--- src/rtl/store_aligner_pkg.sv ---
// Shared load/store unit encodings: store-select and load-select codes,
// the store aligner FSM state type, and a small decode helper.
package store_aligner_pkg;

  localparam int DATA_W = 32;
  localparam int ADDR_W = 32;
  localparam int BE_W   = DATA_W / 8;

  // Store type select carried on st_sel; values 5-7 are reserved.
  typedef enum logic [2:0] {
    ST_SB  = 3'd0,
    ST_SH  = 3'd1,
    ST_SW  = 3'd2,
    ST_SWL = 3'd3,
    ST_SWR = 3'd4
  } st_sel_e;

  // Load type select used by the companion load extractor.
  typedef enum logic [2:0] {
    LD_LB  = 3'd0,
    LD_LH  = 3'd1,
    LD_LW  = 3'd2,
    LD_LBU = 3'd3,
    LD_LHU = 3'd4,
    LD_LWL = 3'd5,
    LD_LWR = 3'd6
  } ld_sel_e;

  typedef enum logic {
    IDLE = 1'b0,
    BUSY = 1'b1
  } state_t;

  // True for every store encoding that produces a memory write.
  function automatic logic is_store_sel(input logic [2:0] sel);
    return (sel <= 3'(ST_SWR));
  endfunction

endpackage

--- src/rtl/store_align_comb.sv ---
// Combinational store alignment: turns register data and the low address
// bits into a word-lane write pattern and byte enables.
module store_align_comb
  import store_aligner_pkg::*;
(
  input  logic [2:0]        sel,
  input  logic [1:0]        a,
  input  logic [DATA_W-1:0] data,
  output logic [DATA_W-1:0] wdata_p0,
  output logic [BE_W-1:0]   be_p0,
  output logic              ok_p0
);

  // Lane steering and byte-enable generation per store type.
  always_comb begin
    wdata_p0 = '0;
    be_p0    = '0;
    ok_p0    = is_store_sel(sel);
    case (sel)
      ST_SB: begin
        wdata_p0 = {4{data[7:0]}};
        be_p0    = 4'b0001 << a;
      end
      ST_SH: begin
        wdata_p0 = {2{data[15:0]}};
        be_p0    = a[1] ? 4'b1100 : 4'b0011;
      end
      ST_SW: begin
        wdata_p0 = data;
        be_p0    = 4'b1111;
      end
      ST_SWL: begin
        wdata_p0 = data >> {a, 3'b000};
        be_p0    = 4'b1111 >> a;
      end
      ST_SWR: begin
        // 3-a on two bits is simply ~a.
        wdata_p0 = data << {~a, 3'b000};
        be_p0    = 4'b1111 << ~a;
      end
      default: begin
        wdata_p0 = '0;
        be_p0    = '0;
      end
    endcase
  end

endmodule

--- src/rtl/store_aligner.sv ---
// Store aligner: accepts stores, aligns them to a word-wide memory write
// and holds the request until the memory acknowledges it.
// Optional build macro STORE_ALIGN_CHECK_EN adds misalignment detection
// and the addr_err pulse output.
module store_aligner
  import store_aligner_pkg::*;
(
  input  logic              clk,
  input  logic              rst_n,
  input  logic              st_valid,
  output logic              st_ready,
  input  logic [ADDR_W-1:0] st_addr,
  input  logic [2:0]        st_sel,
  input  logic [DATA_W-1:0] st_data,
  output logic              mem_req,
  output logic [ADDR_W-1:0] mem_addr,
  output logic [DATA_W-1:0] mem_wdata,
  output logic [BE_W-1:0]   mem_be,
  input  logic              mem_ack,
  output logic              st_done
`ifdef STORE_ALIGN_CHECK_EN
  ,
  output logic              addr_err
`endif
);

  state_t            state;
  logic [DATA_W-1:0] wdata_p0;
  logic [BE_W-1:0]   be_p0;
  logic              ok_p0;
  logic              misalign_p0;
  logic              accept_p0;
  logic              issue_p0;

  store_align_comb u_align (
    .sel      (st_sel),
    .a        (st_addr[1:0]),
    .data     (st_data),
    .wdata_p0 (wdata_p0),
    .be_p0    (be_p0),
    .ok_p0    (ok_p0)
  );

  // Handshake, misalignment detection and the decision to issue a write.
  always_comb begin
    st_ready  = (state == IDLE) | ((state == BUSY) & mem_ack);
    accept_p0 = st_valid & st_ready;
`ifdef STORE_ALIGN_CHECK_EN
    misalign_p0 = ((st_sel == 3'(ST_SH)) & st_addr[0]) |
                  ((st_sel == 3'(ST_SW)) & (st_addr[1:0] != 2'b00));
`else
    misalign_p0 = 1'b0;
`endif
    issue_p0  = accept_p0 & ok_p0 & ~misalign_p0;
  end

  // ---- stage p1: FSM and registered memory request / status pulses ----
  always_ff @(posedge clk or negedge rst_n) begin
    if (!rst_n) begin
      state     <= IDLE;
      mem_req   <= 1'b0;
      mem_addr  <= '0;
      mem_wdata <= '0;
      mem_be    <= '0;
      st_done   <= 1'b0;
`ifdef STORE_ALIGN_CHECK_EN
      addr_err  <= 1'b0;
`endif
    end else begin
      st_done <= (state == BUSY) & mem_ack;
`ifdef STORE_ALIGN_CHECK_EN
      addr_err <= accept_p0 & misalign_p0;
`endif
      case (state)
        IDLE: begin
          if (issue_p0) begin
            state     <= BUSY;
            mem_req   <= 1'b1;
            mem_addr  <= {st_addr[ADDR_W-1:2], 2'b00};
            mem_wdata <= wdata_p0;
            mem_be    <= be_p0;
          end
        end
        BUSY: begin
          if (mem_ack) begin
            if (issue_p0) begin
              // Back-to-back: the next request replaces the finished one.
              state     <= BUSY;
              mem_req   <= 1'b1;
              mem_addr  <= {st_addr[ADDR_W-1:2], 2'b00};
              mem_wdata <= wdata_p0;
              mem_be    <= be_p0;
            end else begin
              state   <= IDLE;
              mem_req <= 1'b0;
            end
          end
        end
        default: begin
          state   <= IDLE;
          mem_req <= 1'b0;
        end
      endcase
    end
  end

endmodule
--- config.mk ---
export PLATFORM = sky130hd
export DESIGN_NAME = store_aligner
export DESIGN_NICKNAME = d
export VERILOG_FILES = /design/src/rtl/store_aligner_pkg.sv /design/src/rtl/store_align_comb.sv /design/src/rtl/store_aligner.sv
export SDC_FILE = /design/constraint.sdc
export NUM_CORES = 1
export LEC_CHECK = 0
export BUFFER_PORTS_ARGS = -buffer_cell sky130_fd_sc_hd__buf_2
export CAP_MARGIN = 20
export CORE_MARGIN = 4
export CORE_UTILIZATION = 50
export CTS_CLUSTER_SIZE = 20
export DETAILED_ROUTE_END_ITERATION = 12
export PLACE_DENSITY = 0.89
export SYNTH_ARGS = -nofsm -noshare
export SYNTH_HDL_FRONTEND = slang
export SYNTH_SLANG_ARGS = --single-unit
--- constraint.sdc ---
create_clock -name clk -period 1.8 [get_ports clk]
set_input_delay 0.36 -clock clk [delete_from_list [all_inputs] [get_ports clk]]
set_output_delay 0.36 -clock clk [all_outputs]
set_load 0.05 [all_outputs]
# ---- Word level (Yosys, flattened, before mapping)
# Index checks and enable logic that the tools add are counted.
dict set report totals {
  inputBits 71
  output_inout_bits 71
  elab_cells 44
  reg_bits 71
}
dict set report op_classes {
  n_bitwise 6
  shift 5
  order_cmp 1
  n_reduce_logical 2
  n_mux 18
  eq_ne 6
}
# cell count
set op_table {}
lappend op_table {{$pmux 32 s5} 1}
lappend op_table {{$mux 32} 4}
lappend op_table {{$pmux 32 s2} 2}
lappend op_table {{$shl 32x5->32} 1}
lappend op_table {{$shr 32x5->32} 1}
lappend op_table {{$pmux 4 s5} 1}
lappend op_table {{$mux 4} 3}
lappend op_table {{$pmux 4 s2} 1}
lappend op_table {{$eq 3x2->1 const B} 2}
lappend op_table {{$mux 1} 4}
lappend op_table {{$ne 2x2->1 const B} 2}
lappend op_table {{$pmux 1 s2} 2}
lappend op_table {{$shl 1x2->4 const A} 1}
lappend op_table {{$shl 4x2->4 const A} 1}
lappend op_table {{$shr 4x2->4 const A} 1}
lappend op_table {{$and 1x1->1} 3}
lappend op_table {{$eq 3x1->1 const B} 1}
lappend op_table {{$eq 3x3->1 const B} 1}
lappend op_table {{$le 3x3->1 const B} 1}
lappend op_table {{$logic_not 3->1} 1}
lappend op_table {{$not 2->2} 1}
lappend op_table {{$reduce_and 2->1} 1}
lappend op_table {{$not 1->1} 1}
lappend op_table {{$or 1x1->1} 1}

# ---- Longest topological paths before layout
dict set report depth {
  depth_word 7
  depth_mapped 8
  depth_no_buf 4
}

# ---- Hierarchy
# From an unflattened synthesis, not the netlist that was laid out.
dict set report hier_totals {
  hier_cells 340
  hier_area_um2 4230.3
}
# mod area_per_inst_um2 cells_per_inst instances
set modules_own_cells {}
lappend modules_own_cells {store_aligner 2812.7 154 1}
lappend modules_own_cells {store_align_comb 1417.6 186 1}

# ---- Worst setup path after synthesis
# OpenSTA, ideal clock, no wires.
dict set report synth_timing {
  path_kind {input -> register}
  start {input port mem_ack}
  end {register mem_wdata[11]}
  slack_ns -0.006
  arrival_ns 1.680
  setup_ns 0.126
  stages 6
  path_cell_list {nand2b_1 > and3_1 > buf_2 > buf_2 > buf_4 > o32a_1}
}
dict set report synth_between {
  elab_chain_len 7
  word_cells_on_any_way 8
}
# item line
set synth_lines {}
lappend synth_lines {{start, declared} store_aligner.sv:19} ;# input logic mem_ack,
lappend synth_lines {{$and 1x1->1} store_aligner.sv:46} ;# st_ready = (state == IDLE) | ((state == BUSY) & mem_ack);
lappend synth_lines {{$or 1x1->1} store_aligner.sv:46}
lappend synth_lines {{$and 1x1->1} store_aligner.sv:47} ;# accept_p0 = st_valid & st_ready;
lappend synth_lines {{$and 1x1->1} store_aligner.sv:54} ;# issue_p0 = accept_p0 & ok_p0 & ~misalign_p0;
lappend synth_lines {{$mux 32 (2 in a row)} -}
lappend synth_lines {{$pmux 32 s2} -}
lappend synth_lines {{end signal, assigned} store_aligner.sv:80} ;# mem_wdata <= wdata_p0;
lappend synth_lines {{end signal, assigned} store_aligner.sv:91} ;# mem_wdata <= wdata_p0;
lappend synth_lines {{end, declared} store_aligner.sv:17} ;# output logic [DATA_W-1:0] mem_wdata,
# Parallel ways exist; a longest one is shown, timed or not. The select of a mux whose other input is x is not followed.
# A chain may end at the register's enable or synchronous reset.

# ---- Worst setup path in the final report
dict set report layout_timing {
  start {input port st_sel[0]}
  end {register mem_wdata[15]}
}
dict set report layout_between {
  elab_chain_len 5
  word_cells_on_any_way 11
}
# item line
set layout_lines {}
lappend layout_lines {{start, declared} store_aligner.sv:13} ;# input logic [2:0] st_sel,
lappend layout_lines {{$le 3x3->1 (tied with other cells)} store_aligner_pkg.sv:36} ;# return (sel <= 3'(ST_SWR));
lappend layout_lines {{$and 1x1->1 / $pmux 32 s5 (equally long branches)} {store_aligner.sv:54, store_align_comb.sv:19}}
lappend layout_lines {{$mux 32 (*)} {store_aligner.sv:76, store_aligner.sv:86}}
lappend layout_lines {{$mux 32} store_aligner.sv:85} ;# if (mem_ack) begin
lappend layout_lines {{$pmux 32 s2 (*)} store_aligner.sv:74} ;# case (state)
# Mark *: on every way between the ends. The rest lies on a longest branch, timed or not. The select of a mux whose other input is x is not followed.

==> impl_metrics.csv <==
group,metric,value,unit
run_status,status,"finished with violations",
run_status,violations,"negative hold slack",
worst_setup_path,worstSetupPathType,"input pin to flop",
finish,drive_above_1_share,36.8,%
routing,postRouteAntennaNets,0,
synthesis,synth_top_flop_cell,"dfrtp_1",
worst_setup_path,required,2.03,ns
routing,drc,0,
routing,drt-vias-per-instance,5.80,
routing,drt-pass1-iter-count,5,
global_routing,first_global_vias,3836,
sta,skew,0.0109,ns
clocking,cts_max_level,3,
sta,max_freq,639,MHz
synthesis,ys_warn_count,0,
clocking,numClockSinks,69,
sta,fin_hold_ws,-0.00977,ns
sta,hold_viol_final,4,
power_and_ir_drop,p_int,3.05,mW
power_and_ir_drop,pwr-share-clk,23.6,%
die,die_y,96.1,um
sta,tightest_slew,0.582,ns
global_routing,grt_max_degree,70,
synthesis,synth.avg_cell_area,9.27,um^2
power_and_ir_drop,switching_share,43.5,%
power_and_ir_drop,power_frac_seq,36.4,%
worst_setup_path,crit_path_end_kind,"flop",
finish,antenna_cells,0,
worst_setup_path,start_kind,"input pin",
power_and_ir_drop,power_density,1060,nW/um^2
die,coreArea,7410,um^2
sta,drv_slew,0,
finish,areaGrowthSynthToFinish,30.6,%
sta,min_period_over_period,87.0,%
finish,layout.nets,645,
finish,n_fill_cell,619,
sta,fin_crit,1.57,ns
synthesis,synth-edff-count,0,
die,start_util,52.4,%
worst_setup_path,worstPathArrival,1.80,ns
flow_run,drv_cap,0,
power_and_ir_drop,peakVddDrop,0.612,mV
routing,wirelength,11.6,mm
global_routing,track_usage,25.6,%
global_routing,grt_remaining_overflow,0,
clocking,cts_tree,"done",
clocking,cts_resized,0,
synthesis,synth.distinct_cells,43,
clocking,cts_root_buf,"clkbuf_8",
synthesis,ys_ff_latch,69,
synthesis,netlist_instances,419,
worst_setup_path,crit_path_max_fanout,16,
synthesis,synthArstFlopShare,100,%
die,pin_count,142,
clocking,cts.clk_slew.worst_paths,0.08,ns
die,dieArea,9240,um^2
die,dieWidth,96.1,um
synthesis,yosysSeqAreaShare,44.5,%
sta,relSlewSlack,61.0,%
routing,drtIter0Drc,348,
clocking,hold_buffers,0,
placement,place_inst,662,
worst_hold_path,min_path_type,"input pin to async pin",
global_routing,grt_pass1_wl,18.2,mm
placement,port_buffers,139,
synthesis,syn-cell-area,3880,um^2
power_and_ir_drop,p_leak,2.58,nW
routing,routedWlPerCell,17.1,um
routing,vias,3934,
clocking,clockBufferDepth,2,
die,rows,31,
placement,post-dp-hpwl,8.31,mm
sta,finalSetupViolations,0,
clocking,postCtsSetupRepairBufs,0,
sta,tns,0,ns
power_and_ir_drop,power_switching,2.35,mW
power_and_ir_drop,p_comb_share,40.0,%
sta,rsz0062_at_grt,"no",
global_routing,antenna_found_initial,0,
clocking,clock_latency,0.34,ns
placement,gp_congestion,0.913,
finish,instances_no_fill,678,
clocking,cts_buffers,9,
-- critical path: stages --
cell	delay (ns)
buf_2	0.09
buf_4	0.19
nor3b_1	0.09
and2_1	0.32
a221o_1	0.42
o32a_1	0.32
-- area by class of cell --
type	instances	area (um^2)	share of cell area [%]
clock buffers	9	124	2.44
clock inverters	7	73.8	1.46
inverters	6	22.5	0.444
multi-input cells	310	1950	38.5
flip-flops and latches	69	1730	34.0
well taps	99	124	2.44
repair buffers	178	1050	20.7
-- metal layers --
metal,global-route usage [%],vias up,part of all wire [%],routed length [um]
met3,4.22,23,10,1180
met2,42.9,233,49,5680
met5,0,-,0,0
li1,-,1796,-,-
met4,10.8,0,1.9,224
met1,32.6,1882,39,4510
-- state kept, by name, indices dropped and copies added (netlist names) --
register,flops
mem_addr,30
mem_be,4
mem_req,1
mem_wdata,32
st_done,1
state,1
-- power groups by stage --
stage	Clock (mW)	Sequential [mW]	Combinational (mW)
after floorplan	0	2.95	0.546
after global placement	0	1.98	2.11
after detailed placement	0	1.99	2.16
after CTS	1.30	1.96	2.16
after global routing	1.37	2.00	2.29
final	1.27	1.96	2.16
-- synth_stat cells (4+ instances only) --
cell type | number | area, um^2
o22a_1 | 7 | 61.3
o21ai_0 | 14 | 70.1
dfrtp_1 | 69 | 1730
buf_4 | 5 | 37.5
a22o_1 | 10 | 87.6
inv_1 | 6 | 22.5
and2_1 | 9 | 56.3
buf_6 | 4 | 45.0
mux2i_1 | 26 | 260
a221o_1 | 7 | 70.1
clkbuf_1 | 8 | 30.0
buf_2 | 17 | 85.1
nand2_1 | 98 | 368
o32a_1 | 7 | 70.1
a221oi_1 | 17 | 149
nand3b_1 | 4 | 30.0
nor2_1 | 50 | 188
mux4_2 | 7 | 158
a21oi_1 | 19 | 95.1
-- cells by family (layout without fill, tap and decap cells) --
group | after synthesis | count (layout) | synth area share (%)
AO/OA/AOI/OAI | 96 | 96 | 18.6
buffers and inverters | 41 | 200 | 5.77
flip-flops | 69 | 69 | 44.5
multiplexers | 36 | 36 | 11.6
other | 1 | 2 | 0.0966
AND/OR/NAND/NOR | 176 | 176 | 19.5
-- worst paths after layout --
check / startpoint / end / slack (ns) / cells after the start
worst max-delay path: st_sel[0] / mem_wdata[15] / 0.23 / 6
worst min-delay path: rst_n / mem_wdata[24] / -0.01 / 2
worst max register to register: state / mem_wdata[16] / 0.29 / 7
worst min register to register: mem_addr[9] / mem_addr[9] / 0.47 / 2
max in group asynchronous: rst_n / mem_be[2] / 1.46 / 2
min in group clk: st_addr[17] / mem_addr[17] / 0.20 / 3
-- cell usage in the layout, fill, tap and decap left out, types with 2 or more instances in the layout --
| master | netlist | final |
|---|---|---|
| buf_4 | 5 | 34 |
| nor2_1 | 50 | 50 |
| clkinv_4 | 0 | 2 |
| and2_1 | 9 | 9 |
| dfrtp_1 | 69 | 69 |
| a221oi_1 | 17 | 17 |
| nand2_1 | 98 | 98 |
| clkinv_2 | 0 | 2 |
| a21oi_1 | 19 | 19 |
| a21o_1 | 2 | 2 |
| o21a_1 | 3 | 3 |
| a221o_1 | 7 | 7 |
| o32a_1 | 7 | 7 |
| a22o_1 | 10 | 10 |
| o22a_1 | 7 | 7 |
| nand3b_1 | 4 | 4 |
| o21ai_0 | 14 | 14 |
| conb_1 | 1 | 2 |
| buf_12 | 0 | 5 |
| mux2_2 | 3 | 3 |
| mux4_2 | 7 | 7 |
| o221ai_1 | 3 | 3 |
| inv_1 | 6 | 6 |
| mux2i_1 | 26 | 26 |
| buf_2 | 17 | 139 |
| nand2b_1 | 3 | 2 |
| clkbuf_8 | 0 | 9 |
| or2_2 | 3 | 3 |
-- stage by stage --
stage / total power [mW] / utilization [%] / cell area, um^2 / setup slack [ns]
floorplan: 3.50 / - / 3890 / 0.0147
detailed placement: 4.15 / 65.7 / 4870 / -0.260
CTS: 5.43 / 68.4 / 5070 / 0.0941
global placement: 4.09 / 65.7 / 4870 / -0.136
global route: 5.65 / 68.5 / 5070 / 0.176
finish: 5.40 / 68.5 / 5070 / 0.234
Power figures use the tool's default switching activity.
